==> src/rtl/i2c_eeprom_ctrl.sv <==
// Single-master I2C sequencer for a 24xx EEPROM with an 8-bit word address.
// Runs one byte write, or one random read, per accepted request.
module i2c_eeprom_ctrl #(
   parameter int unsigned CLK_HZ   = 50_000_000,
   parameter int unsigned I2C_HZ   = 100_000,
   parameter logic [6:0]  DEV_ADDR = 7'h50
) (
   input  logic       clk_in,
   input  logic       reset,
   input  logic       start,
   input  logic       rw,
   input  logic [7:0] mem_addr,
   input  logic [7:0] wdata,
   output logic [7:0] rdata,
   output logic       busy,
   output logic       done,
   output logic       ack_err,
   output logic       scl,
   output logic       sda_oe,
   input  logic       sda_in
);

   localparam int unsigned QDIV = CLK_HZ / (4 * I2C_HZ);
   localparam int unsigned CW   = (QDIV > 1) ? $clog2(QDIV) : 1;

   typedef enum logic [2:0] {
      StIdle, StStart, StRstart, StTx, StAck, StRx, StNack, StStop
   } state_e;

   state_e          state_q, state_d;
   logic [1:0]      quarter_q, quarter_d;
   logic [CW-1:0]   cnt_q;
   logic [2:0]      bit_q, bit_d;
   logic [1:0]      phase_q, phase_d;
   logic [7:0]      tx_q, tx_d;
   logic [7:0]      rx_q, rx_d;
   logic            samp_q, samp_d;
   logic            rw_q;
   logic [7:0]      addr_q, wdata_q;
   logic            tick, set_err, finish;
   logic [1:0]      bus_d;

   // Returns {scl, sda_oe} for a given slot type and quarter.
   function automatic logic [1:0] slot_out(input state_e st, input logic [1:0] q,
                                           input logic bit_val);
      slot_out = 2'b10;
      case (st)
         StStart:  slot_out = (q == 2'd3) ? 2'b01 : (q == 2'd2) ? 2'b11 : 2'b10;
         StRstart: slot_out = (q == 2'd0) ? 2'b00 : (q == 2'd1) ? 2'b10 : {~q[0], 1'b1};
         StStop:   slot_out = (q == 2'd0) ? 2'b01 : (q == 2'd1) ? 2'b11 : 2'b10;
         StTx:     slot_out = {q[1], ~bit_val};
         StAck, StRx, StNack: slot_out = {q[1], 1'b0};
         default:  slot_out = 2'b10;
      endcase
   endfunction

   always_comb begin
      state_d   = state_q;
      quarter_d = quarter_q;
      bit_d     = bit_q;
      phase_d   = phase_q;
      tx_d      = tx_q;
      rx_d      = rx_q;
      samp_d    = samp_q;
      set_err   = 1'b0;
      finish    = 1'b0;
      tick      = (state_q != StIdle) && (cnt_q == CW'(QDIV - 1));
      if (tick) begin
         quarter_d = quarter_q + 2'd1;
         if (quarter_q == 2'd2) begin
            samp_d = sda_in;
            if (state_q == StRx) rx_d = {rx_q[6:0], sda_in};
         end
         if (quarter_q == 2'd3) begin
            case (state_q)
               StStart: begin
                  state_d = StTx;
                  tx_d    = {DEV_ADDR, 1'b0};
                  bit_d   = 3'd7;
                  phase_d = 2'd0;
               end
               StRstart: begin
                  state_d = StTx;
                  tx_d    = {DEV_ADDR, 1'b1};
                  bit_d   = 3'd7;
                  phase_d = 2'd2;
               end
               StTx: begin
                  if (bit_q == 3'd0) begin
                     state_d = StAck;
                  end else begin
                     bit_d = bit_q - 3'd1;
                     tx_d  = {tx_q[6:0], 1'b0};
                  end
               end
               StAck: begin
                  // phase counts address/data bytes already acknowledged
                  if (samp_q) begin
                     state_d = StStop;
                     set_err = 1'b1;
                  end else if (phase_q == 2'd0) begin
                     state_d = StTx;
                     tx_d    = addr_q;
                     bit_d   = 3'd7;
                     phase_d = 2'd1;
                  end else if (phase_q == 2'd1) begin
                     if (rw_q) begin
                        state_d = StRstart;
                     end else begin
                        state_d = StTx;
                        tx_d    = wdata_q;
                        bit_d   = 3'd7;
                        phase_d = 2'd2;
                     end
                  end else begin
                     state_d = rw_q ? StRx : StStop;
                     bit_d   = 3'd7;
                  end
               end
               StRx: begin
                  if (bit_q == 3'd0) state_d = StNack;
                  else bit_d = bit_q - 3'd1;
               end
               StNack: state_d = StStop;
               StStop: begin
                  state_d = StIdle;
                  finish  = 1'b1;
               end
               default: state_d = StIdle;
            endcase
         end
      end
      bus_d = slot_out(state_d, quarter_d, tx_d[7]);
   end

   always_ff @(posedge clk_in) begin
      if (reset) begin
         state_q   <= StIdle;
         quarter_q <= 2'd0;
         cnt_q     <= '0;
         bit_q     <= 3'd0;
         phase_q   <= 2'd0;
         tx_q      <= 8'h00;
         rx_q      <= 8'h00;
         samp_q    <= 1'b0;
         rw_q      <= 1'b0;
         addr_q    <= 8'h00;
         wdata_q   <= 8'h00;
         rdata     <= 8'h00;
         busy      <= 1'b0;
         done      <= 1'b0;
         ack_err   <= 1'b0;
         scl       <= 1'b1;
         sda_oe    <= 1'b0;
      end else begin
         done <= 1'b0;
         if (state_q == StIdle) begin
            cnt_q <= '0;
            // busy is still high in the done cycle, which blocks a same-cycle start
            if (start && !busy) begin
               state_q   <= StStart;
               quarter_q <= 2'd0;
               rw_q      <= rw;
               addr_q    <= mem_addr;
               wdata_q   <= wdata;
               busy      <= 1'b1;
               ack_err   <= 1'b0;
               scl       <= 1'b1;
               sda_oe    <= 1'b0;
            end else begin
               busy <= 1'b0;
            end
         end else begin
            cnt_q     <= tick ? '0 : CW'(cnt_q + 1'b1);
            state_q   <= state_d;
            quarter_q <= quarter_d;
            bit_q     <= bit_d;
            phase_q   <= phase_d;
            tx_q      <= tx_d;
            rx_q      <= rx_d;
            samp_q    <= samp_d;
            scl       <= bus_d[1];
            sda_oe    <= bus_d[0];
            if (set_err) ack_err <= 1'b1;
            if (finish) begin
               done <= 1'b1;
               if (rw_q && !ack_err) rdata <= rx_q;
            end
         end
      end
   end

endmodule

==> config.mk <==
export PLATFORM = sky130hd
export DESIGN_NAME = i2c_eeprom_ctrl
export DESIGN_NICKNAME = d
export VERILOG_FILES = /design/src/rtl/i2c_eeprom_ctrl.sv
export SDC_FILE = /design/constraint.sdc
export NUM_CORES = 1
export LEC_CHECK = 0
export ABC_AREA = 1
export BUFFER_PORTS_ARGS = -buffer_cell sky130_fd_sc_hd__buf_2
export CAP_MARGIN = 25
export CELL_PAD_IN_SITES_DETAIL_PLACEMENT = 1
export CELL_PAD_IN_SITES_GLOBAL_PLACEMENT = 2
export CORE_MARGIN = 2
export CORE_UTILIZATION = 37
export CTS_CLUSTER_DIAMETER = 120
export DETAILED_ROUTE_END_ITERATION = 10
export HOLD_SLACK_MARGIN = 0.12
export PLACE_DENSITY = 0.86
export SLEW_MARGIN = 20
export SYNTH_ARGS = -nofsm -noshare
export SYNTH_HDL_FRONTEND = slang
export SYNTH_SLANG_ARGS = --single-unit
==> constraint.sdc <==
create_clock -name clk_in -period 3.35 [get_ports clk_in]
set_input_delay 0.67 -clock clk_in [delete_from_list [all_inputs] [get_ports clk_in]]
set_output_delay 0.67 -clock clk_in [all_outputs]
set_load 0.01 [all_outputs]
* After elaboration in Yosys (flattened, before gate mapping)
Cells that the tools add are included.
** Storage, ports and cells
- Register bits :: 64
- Input bits :: 21
- Logic and storage cells :: 135
** Cells by class
- Add/sub/neg operators :: 3
- Equal/unequal tests :: 28
- Muxes and demuxes :: 56
- Bitwise logic cells :: 3
- Reductions and logical operators :: 27
** Operators by type and width (count)
- $mux W8 :: 7
- $mux W3 :: 14
- $pmux W8 S4 :: 1
- $eq A3 B3 Y1 const B :: 8
- $mux W2 :: 12
- $mux W1 :: 18
- $pmux W3 S5 :: 1
- $reduce_and A7 Y1 :: 2
- $eq A3 B2 Y1 const B :: 4
- $pmux W2 S5 :: 1
- $pmux W3 S3 :: 1
- $reduce_bool A3 Y1 :: 3
- $eq A2 B2 Y1 const B :: 4
- $reduce_and A8 Y1 :: 1
- $add A7 B1 Y7 const B :: 1
- $eq A7 B7 Y1 const B :: 1
- $eq A3 B1 Y1 const B :: 2
- $logic_not A3 Y1 :: 2
- $ne A2 B2 Y1 const B :: 3
- $ne A3 B3 Y1 const B :: 2
- $pmux W2 S3 :: 1
- $reduce_and A3 Y1 :: 2
- $reduce_or A2 Y1 :: 3
- $reduce_or A3 Y1 :: 2
- 13 further kinds :: 21

* Depth between registers and ports, before layout
Gate-level depths: netlist of run 1.
- Word-level depth :: 11
- Gate-level depth with buffers :: 16
- Depth with buffers taken out :: 16

* Least setup slack after synthesis of run 1
No wires, ideal clock.
- Path type :: reg-to-reg
- Start point :: reg cnt_q[0]
- End point :: reg sda_oe
- Arrival time :: 1926 ps
- Required time :: 3228 ps
- Path slack :: 1302 ps
- Stages on the path, launching flop included :: 16
- Buffers on the path :: 0
- Clock period less this slack :: 2048 ps
- Cells stage by stage :: dfxtp_1 -> inv_1 -> ha_1 -> nand2_1 -> inv_1 -> nand3_4 -> or2_2 -> o21ai_0 -> inv_1 -> ha_1 -> nor2_1 -> inv_1 -> nand4_1 -> nand2_1 -> nor2_1 -> a21oi_1
** On the way
- Cells in the longest elaborated chain, start to end :: 8
** Ends and longest elaborated chain
- start, declared :: RTL line 32 : logic [CW-1:0] cnt_q;
- start signal, assigned :: RTL line 174 : cnt_q <= tick ? '0 : CW'(cnt_q + 1'b1);
- $eq A7 B7 Y1 (*) :: RTL line 67 : tick = (state_q != StIdle) && (cnt_q == CW'(QDIV - 1));
- $logic_and A1 B1 Y1 (*) :: RTL line 67
- $mux W2 :: RTL line 68 : if (tick) begin
- $eq A2 B1 Y1 or $eq A2 B2 Y1 (tied branches) :: RTL line 49, 50, 48
- $mux W1 (tied with other cells) :: RTL line 50 : StStop: slot_out = (q == 2'd0) ? 2'b01 : (q == 2'd1) ? 2'b11 : 2'b10;
- $mux W2, on equally long branches :: RTL line 50, 48, 49
- $pmux W2 S5 (*) :: RTL line 47 : case (st)
- $mux W1 (*) :: RTL line 157 : if (state_q == StIdle) begin
- end signal, assigned :: RTL line 183 : sda_oe <= bus_d[0];
- end, declared :: RTL line 19 : output logic sda_oe,
Mark *: on every way between the ends. The rest lies on a longest branch, timed or not.
A chain may end at the register's enable or synchronous reset.

* Final worst setup path of run 1
- Start point :: reg state_q[2]
- End point :: reg sda_oe
** On the way
- Cells in the longest elaborated chain, start to end :: 9
** Ends and longest elaborated chain
- start, declared :: RTL line 30 : state_e state_q, state_d;
- start signal, assigned :: RTL line 138 : state_q <= StIdle;
- start signal, assigned :: RTL line 161 : state_q <= StStart;
- start signal, assigned :: RTL line 175 : state_q <= state_d;
- $eq A3 B2 Y1 or $eq A3 B1 Y1 (tied branches) :: RTL line 75 : case (state_q)
- $reduce_or A2 Y1 (no line)
- $pmux W3 S5 :: RTL line 75
- $mux W3 :: RTL line 74 : if (quarter_q == 2'd3) begin
- $mux W3 :: RTL line 68
- $eq A3 B3 Y1 :: RTL line 47
- $reduce_or A3 Y1 :: RTL line 47
- $pmux W2 S5 :: RTL line 47
- $mux W1 :: RTL line 157
Parallel ways exist; a longest one is shown, timed or not.

==> qor.yml, run 1 <==
status: "finished clean"
vias_per_cell: 5.133
leakage_nw: 1.551
setup_violations: 0
num_antenna_cells: 0
max_freq_mhz: 377.9
final_cell_mix: "dfxtp_1, nor2_1, nand2_1, inv_1, o21ai_0"
die_w_um: 97.52
die_h_um: 97.52
crit_chain: "inv_2, nand2_4, nand3_4, or2_2, o21ai_0, inv_1, ha_1, nor2_1, inv_1, nand4_1, nand2_1, nor2_1, a21oi_1"
place_congestion: 0.8283
worst_pin_slew_ns: 0.8724
grt_usage_pct: 19.09
max-cap-violations: 0
clk_pin_slew_worst_paths_ns: 0.08
synth_area_leaders: "dfxtp_1, nor2_1, o21ai_0"
worstSetupStartpointType: "register"
start_util_pct: 37.65
grt_max_degree: 22
wl_per_cell_um: 14.97
crit_type: "reg2reg"
num_rows: 34
dieArea_um2: 9509
path_max_fanout: 13
ir_worst_vdd_uv: 195.5
power.density_nw_per_um2: 438.4
seq_area_frac_synth_pct: 39.60
clockBufferDepth: 2
cts_resized: 0
clk_latency_ns: 0.34
netlist_area_um2: 3236
hold_viol_final: 0
final_cells: 571
grt_pass1_vias: 3083
synth_cells: 426
drt-pass1-iter-count: 4
synth_edf_count: 0
crit_family: "simple AND/OR/NAND/NOR gates"
antenna_left: 0
htree_levels: 3
critPathBufInv: 3
fill_cells: 1106
cts_buffers: 9
io_buffer_count: 33
crit_arrival_ns: 2.86
cp-end-kind: "register"
cts_sinks: 64
cts_tree: "done"
min_period_over_period_pct: 79.00
vias: 2931
post_cts.repair.setup_buffers: 0
tns_ns: 0
critical-path-max-stage-delay_ns: 0.65
final_common_cell: "dfxtp_1"
hold_class: "reg2reg"
syn-mean-instance-area_um2: 7.595
synth_seq_cells: 64
max_slew_margin_pct: 41.41
final_nets: 489
layout-drive-gt1-share_pct: 20.09
syn2layout_area_growth_pct: 12.92
synth_cell_types: 43
rsz0062_at_grt: "false"
antenna_found_initial: 0
cp.required_ns: 3.56
hpwl_um: 6407
ioPinCount: 34
dp_cells: 555
drc: 0
synth_flop_cell: "dfxtp_1"
cpMaxStageDelayCell: "dfxtp_1"
finalMaxSlewViolations: 0
wirelength_um: 8549
synth_top_area_share_pct: 39.60
cts_root_buffer: "clkbuf_8"
drtIter0Drc: 120
cts_hold_buf: 0
yosys.area.top_type: "dfxtp_1"
fin_crit_ns: 2.646
yosys_warnings: 0
synth_async_sr_flop_share_pct: 0
grt_pass1_wl_um: 14730
coreArea_um2: 8593
syn-num-nets: 457
finalClockSkew_ns: 0.007570
grt_overflow: 0
==> state kept, by name, summed over array words and instances (netlist names) <==
| signal | flops |
|---|---|
| samp_q | 1 |
| ack_err | 1 |
| tx_q | 8 |
| state_q | 3 |
| scl | 1 |
| quarter_q | 2 |
| busy | 1 |
| bit_q | 3 |
| rw_q | 1 |
| addr_q | 8 |
| wdata_q | 8 |
| rx_q | 8 |
| sda_oe | 1 |
| done | 1 |
| cnt_q | 7 |
| rdata | 8 |
| phase_q | 2 |
==> power by group <==
part | switching (mW) | internal [mW] | leakage [nW]
registers | 0.0189 | 0.787 | 0.520
logic | 0.0938 | 0.0476 | 0.939
clock network | 0.315 | 0.340 | 0.0920
total | 0.427 | 1.17 | 1.55
==> metrics by stage <==
step / instance area (µm²) / setup slack, ns / hold WS [ns] / power, mW / util, %
floorplan: 3236 / 1.302 / 0.4207 / 0.9178 / -
global placement: 3466 / 0.9343 / 0.4425 / 0.9613 / 40.33
detailed placement: 3466 / 0.6941 / 0.4544 / 0.9659 / 40.33
CTS: 3654 / 0.7031 / 0.4647 / 1.624 / 42.52
global route: 3654 / 0.4693 / 0.4905 / 1.672 / 42.52
finish: 3654 / 0.7035 / 0.4614 / 1.602 / 42.52
==> worst paths after layout <==
kind         slack, ns  startpoint        to  cells past startpoint
min               0.46    bit_q[0]  bit_q[0]                      1
max reg2reg       0.70  state_q[2]    sda_oe                     13
min reg2reg       0.46    bit_q[0]  bit_q[0]                      1
max               0.70  state_q[2]    sda_oe                     13
==> logic make-up after synthesis <==
kind of cell | after synthesis | share of synthesized area (%)
compound gates | 106 | 19.95
fa+ha+maj | 10 | 3.867
simple gates | 177 | 27.30
buf+inv | 68 | 9.010
xor+xnor | 1 | 0.2707
flops | 64 | 39.60
==> cell usage after synthesis (6+ instances only) <==
library cell,count
ha_1,10
nand2_2,8
inv_1,49
nor2_2,6
nand2_1,55
a32o_1,6
dfxtp_1,64
clkbuf_1,7
o21ai_0,43
nand3_1,21
a21oi_1,32
nor2_1,62
==> area by class of cell <==
class                   count  area, µm²  share of cell area [%]
well taps                 108      135.1                   3.699
flip-flops and latches     64       1281                   35.07
clock buffers              10      127.6                   3.493
repair buffers             36      187.7                   5.137
inverters                  53      198.9                   5.445
multi-input cells         294       1663                   45.51
clock inverters             6      60.06                   1.644
==> routing by layer <==
metal	track usage [%]	vias to the layer above	part of all wire, %
met5	0	-	0
met4	6.090	0	0.84
met3	2.734	5	2.6
met2	32.79	23	48
met1	24.68	1420	49
li1	-	1483	-
(Power assumes the default switching activity.)
==> inputs of run 2 (changes only) <==
Settings changed: CORE_UTILIZATION 37 to 34, PLACE_DENSITY 0.86 to 0.8.
Clock period 3.35 ns to 2.8 ns, I/O delays scaled along.
==> run 2 against run 1 <==
  * Routed wire length up 0.32%
  * Clock-buffer cell count fell by 1
  * Sequential power up 19%
  * Sequential share of layout area fell by 0.60 points
==> qor.yml, run 2 (same netlist as run 1, synthesis figures left out) <==
worst_pin_slew_ns: 0.7847  # -0.08770 ns
hp-start: "rx_q[7]"
path_max_fanout: 5  # -8
hold_end: "rdata[7]"
cp.required_ns: 3.01  # -0.55 ns
max-cap-violations: 0  # unchanged
r2r_end: "sda_oe"
cts_buffers: 9  # unchanged
start_util_pct: 35.02  # -2.6 points
htree_levels: 3  # unchanged
grt_pass1_vias: 2981  # -3.3%
hpwl_um: 6437  # +0.46%
drc: 0  # unchanged
hold_viol_final: 0  # unchanged
clockBufferDepth: 2  # unchanged
cts_root_buffer: "clkbuf_8"
vias_per_cell: 4.921  # -4.1%
cts_hold_buf: 0  # unchanged
r2r-start: "cnt_q[0]"
worst_slack_ns: 0.3945  # -0.3090 ns
wl_per_cell_um: 14.39  # -3.9%
coreArea_um2: 9240  # +7.5%
grt_usage_pct: 18.13  # -0.97 points
leakage_nw: 1.583  # +2.1%
ir_worst_vdd_uv: 355.8  # +82%
antenna_found_initial: 0  # unchanged
final_cell_mix: "dfxtp_1, nor2_1, nand2_1, inv_1, o21ai_0"
tns_ns: 0  # unchanged
clk_latency_ns: 0.34  # about the same
fin_crit_ns: 2.405  # -0.2410 ns
num_antenna_cells: 0  # unchanged
finalMaxSlewViolations: 0  # unchanged
cp-end-kind: "register"
setup_violations: 0  # unchanged
io_buffer_count: 33  # unchanged
max_slew_margin_pct: 47.30  # +5.9 points
grt_pass1_wl_um: 14610  # -0.84%
power.density_nw_per_um2: 521.1  # +19%
reg2reg_slack_ns: 0.39  # -0.31 ns
cts_sinks: 64  # unchanged
crit_arrival_ns: 2.62  # -0.24 ns
min_period_over_period_pct: 85.91  # +6.9 points
worstSetupStartpointType: "register"
vias: 2933  # +0.068%
final_common_cell: "dfxtp_1"
cts_resized: 0  # unchanged
clk_pin_slew_worst_paths_ns: 0.08  # about the same
place_worst_setup_slack_ns: 0.4127  # -0.2815 ns
grt_overflow: 0  # unchanged
cts_tree: "done"
drtIter0Drc: 107  # -11%
postLayoutCellArea_um2: 3717  # +1.7%
dieArea_um2: 10310  # +8.4%
hold_class: "reg2reg"
ioPinCount: 34  # unchanged
worst-r2r-cell-count: 15  # +2
drt-pass1-iter-count: 4  # unchanged
antenna_left: 0  # unchanged
num_rows: 35  # +2.9%
layout-drive-gt1-share_pct: 20.99  # +0.90 points
crit_type: "reg2reg"
max_freq_mhz: 415.7  # +10%
post_cts.repair.setup_buffers: 0  # unchanged
hold-path-cell-count: 2  # +1
timing.hold.ws_ns: 0.4482  # -0.01325 ns
die_w_um: 101.6  # +4.1%
final_nets: 493  # +0.82%
rsz0062_at_grt: "false"
status: "finished clean"
finalClockSkew_ns: 0.01223  # +0.004665 ns
die_h_um: 101.6  # +4.1%
place_congestion: 0.8019  # -3.2%
syn2layout_area_growth_pct: 14.89
post_dp_cell_area_um2: 3522  # +1.6%
wirelength_um: 8576  # +0.32%
grt_max_degree: 26  # +18%
critPathLaunch: "cnt_q[0]"
## run 2: worst max path at each step
stage	end	slack, ns	cells after the start
after floorplan	sda_oe	0.75	15
after detailed placement	sda_oe	0.41	15
final	sda_oe	0.39	15
after global placement	sda_oe	0.59	15
after global routing	sda_oe	0.20	15
after CTS	sda_oe	0.40	15
## run 2: area by class of cell
| cell class | count | area, µm² |
|---|---|---|
| fillers | 1162 | 5523 |
| well taps | 129 | 161.4 |
| clock inverters | 7 | 71.32 |
| repair buffers | 40 | 217.7 |
| clock buffers | 9 | 123.9 |
| flip-flops and latches | 64 | 1281 |
| inverters | 53 | 198.9 |
| multi-input cells | 294 | 1663 |
## run 2: per-layer routing
metal	global-route usage, %	share of wire [%]
met1	24.94	50
met5	0	0
met3	3.658	2.1
met2	28.90	46
met4	4.990	1.2
## run 2: worst max-delay path, stage by stage, from the launching register on
cell     delay (ns)
dfxtp_1        0.39
inv_1          0.06
ha_1           0.21
nand2_1        0.06
inv_1          0.06
nand3_4        0.13
inv_1          0.08
o21ai_0        0.42
inv_1          0.17
ha_1           0.23
nor2_1         0.12
inv_1          0.05
nand4_1        0.08
nand2_1        0.06
nor2_1         0.10
a21oi_1        0.07
## run 2: stage by stage
| step | std cells | power (mW) | util, % |
|---|---|---|---|
| detailed placement | 580 | 1.156 | 38.12 |
| finish | 596 | 1.937 | 40.23 |
| global placement | 580 | 1.152 | 38.12 |
| floorplan | 426 | 1.098 | - |
| global route | 596 | 2.033 | 40.23 |
| CTS | 596 | 1.970 | 40.23 |
## run 2: power breakdown
group | switching, mW | internal [mW] | total [mW]
Combinational | 0.112 | 0.0568 | 0.169
Clock | 0.393 | 0.413 | 0.806
Sequential | 0.0216 | 0.941 | 0.963
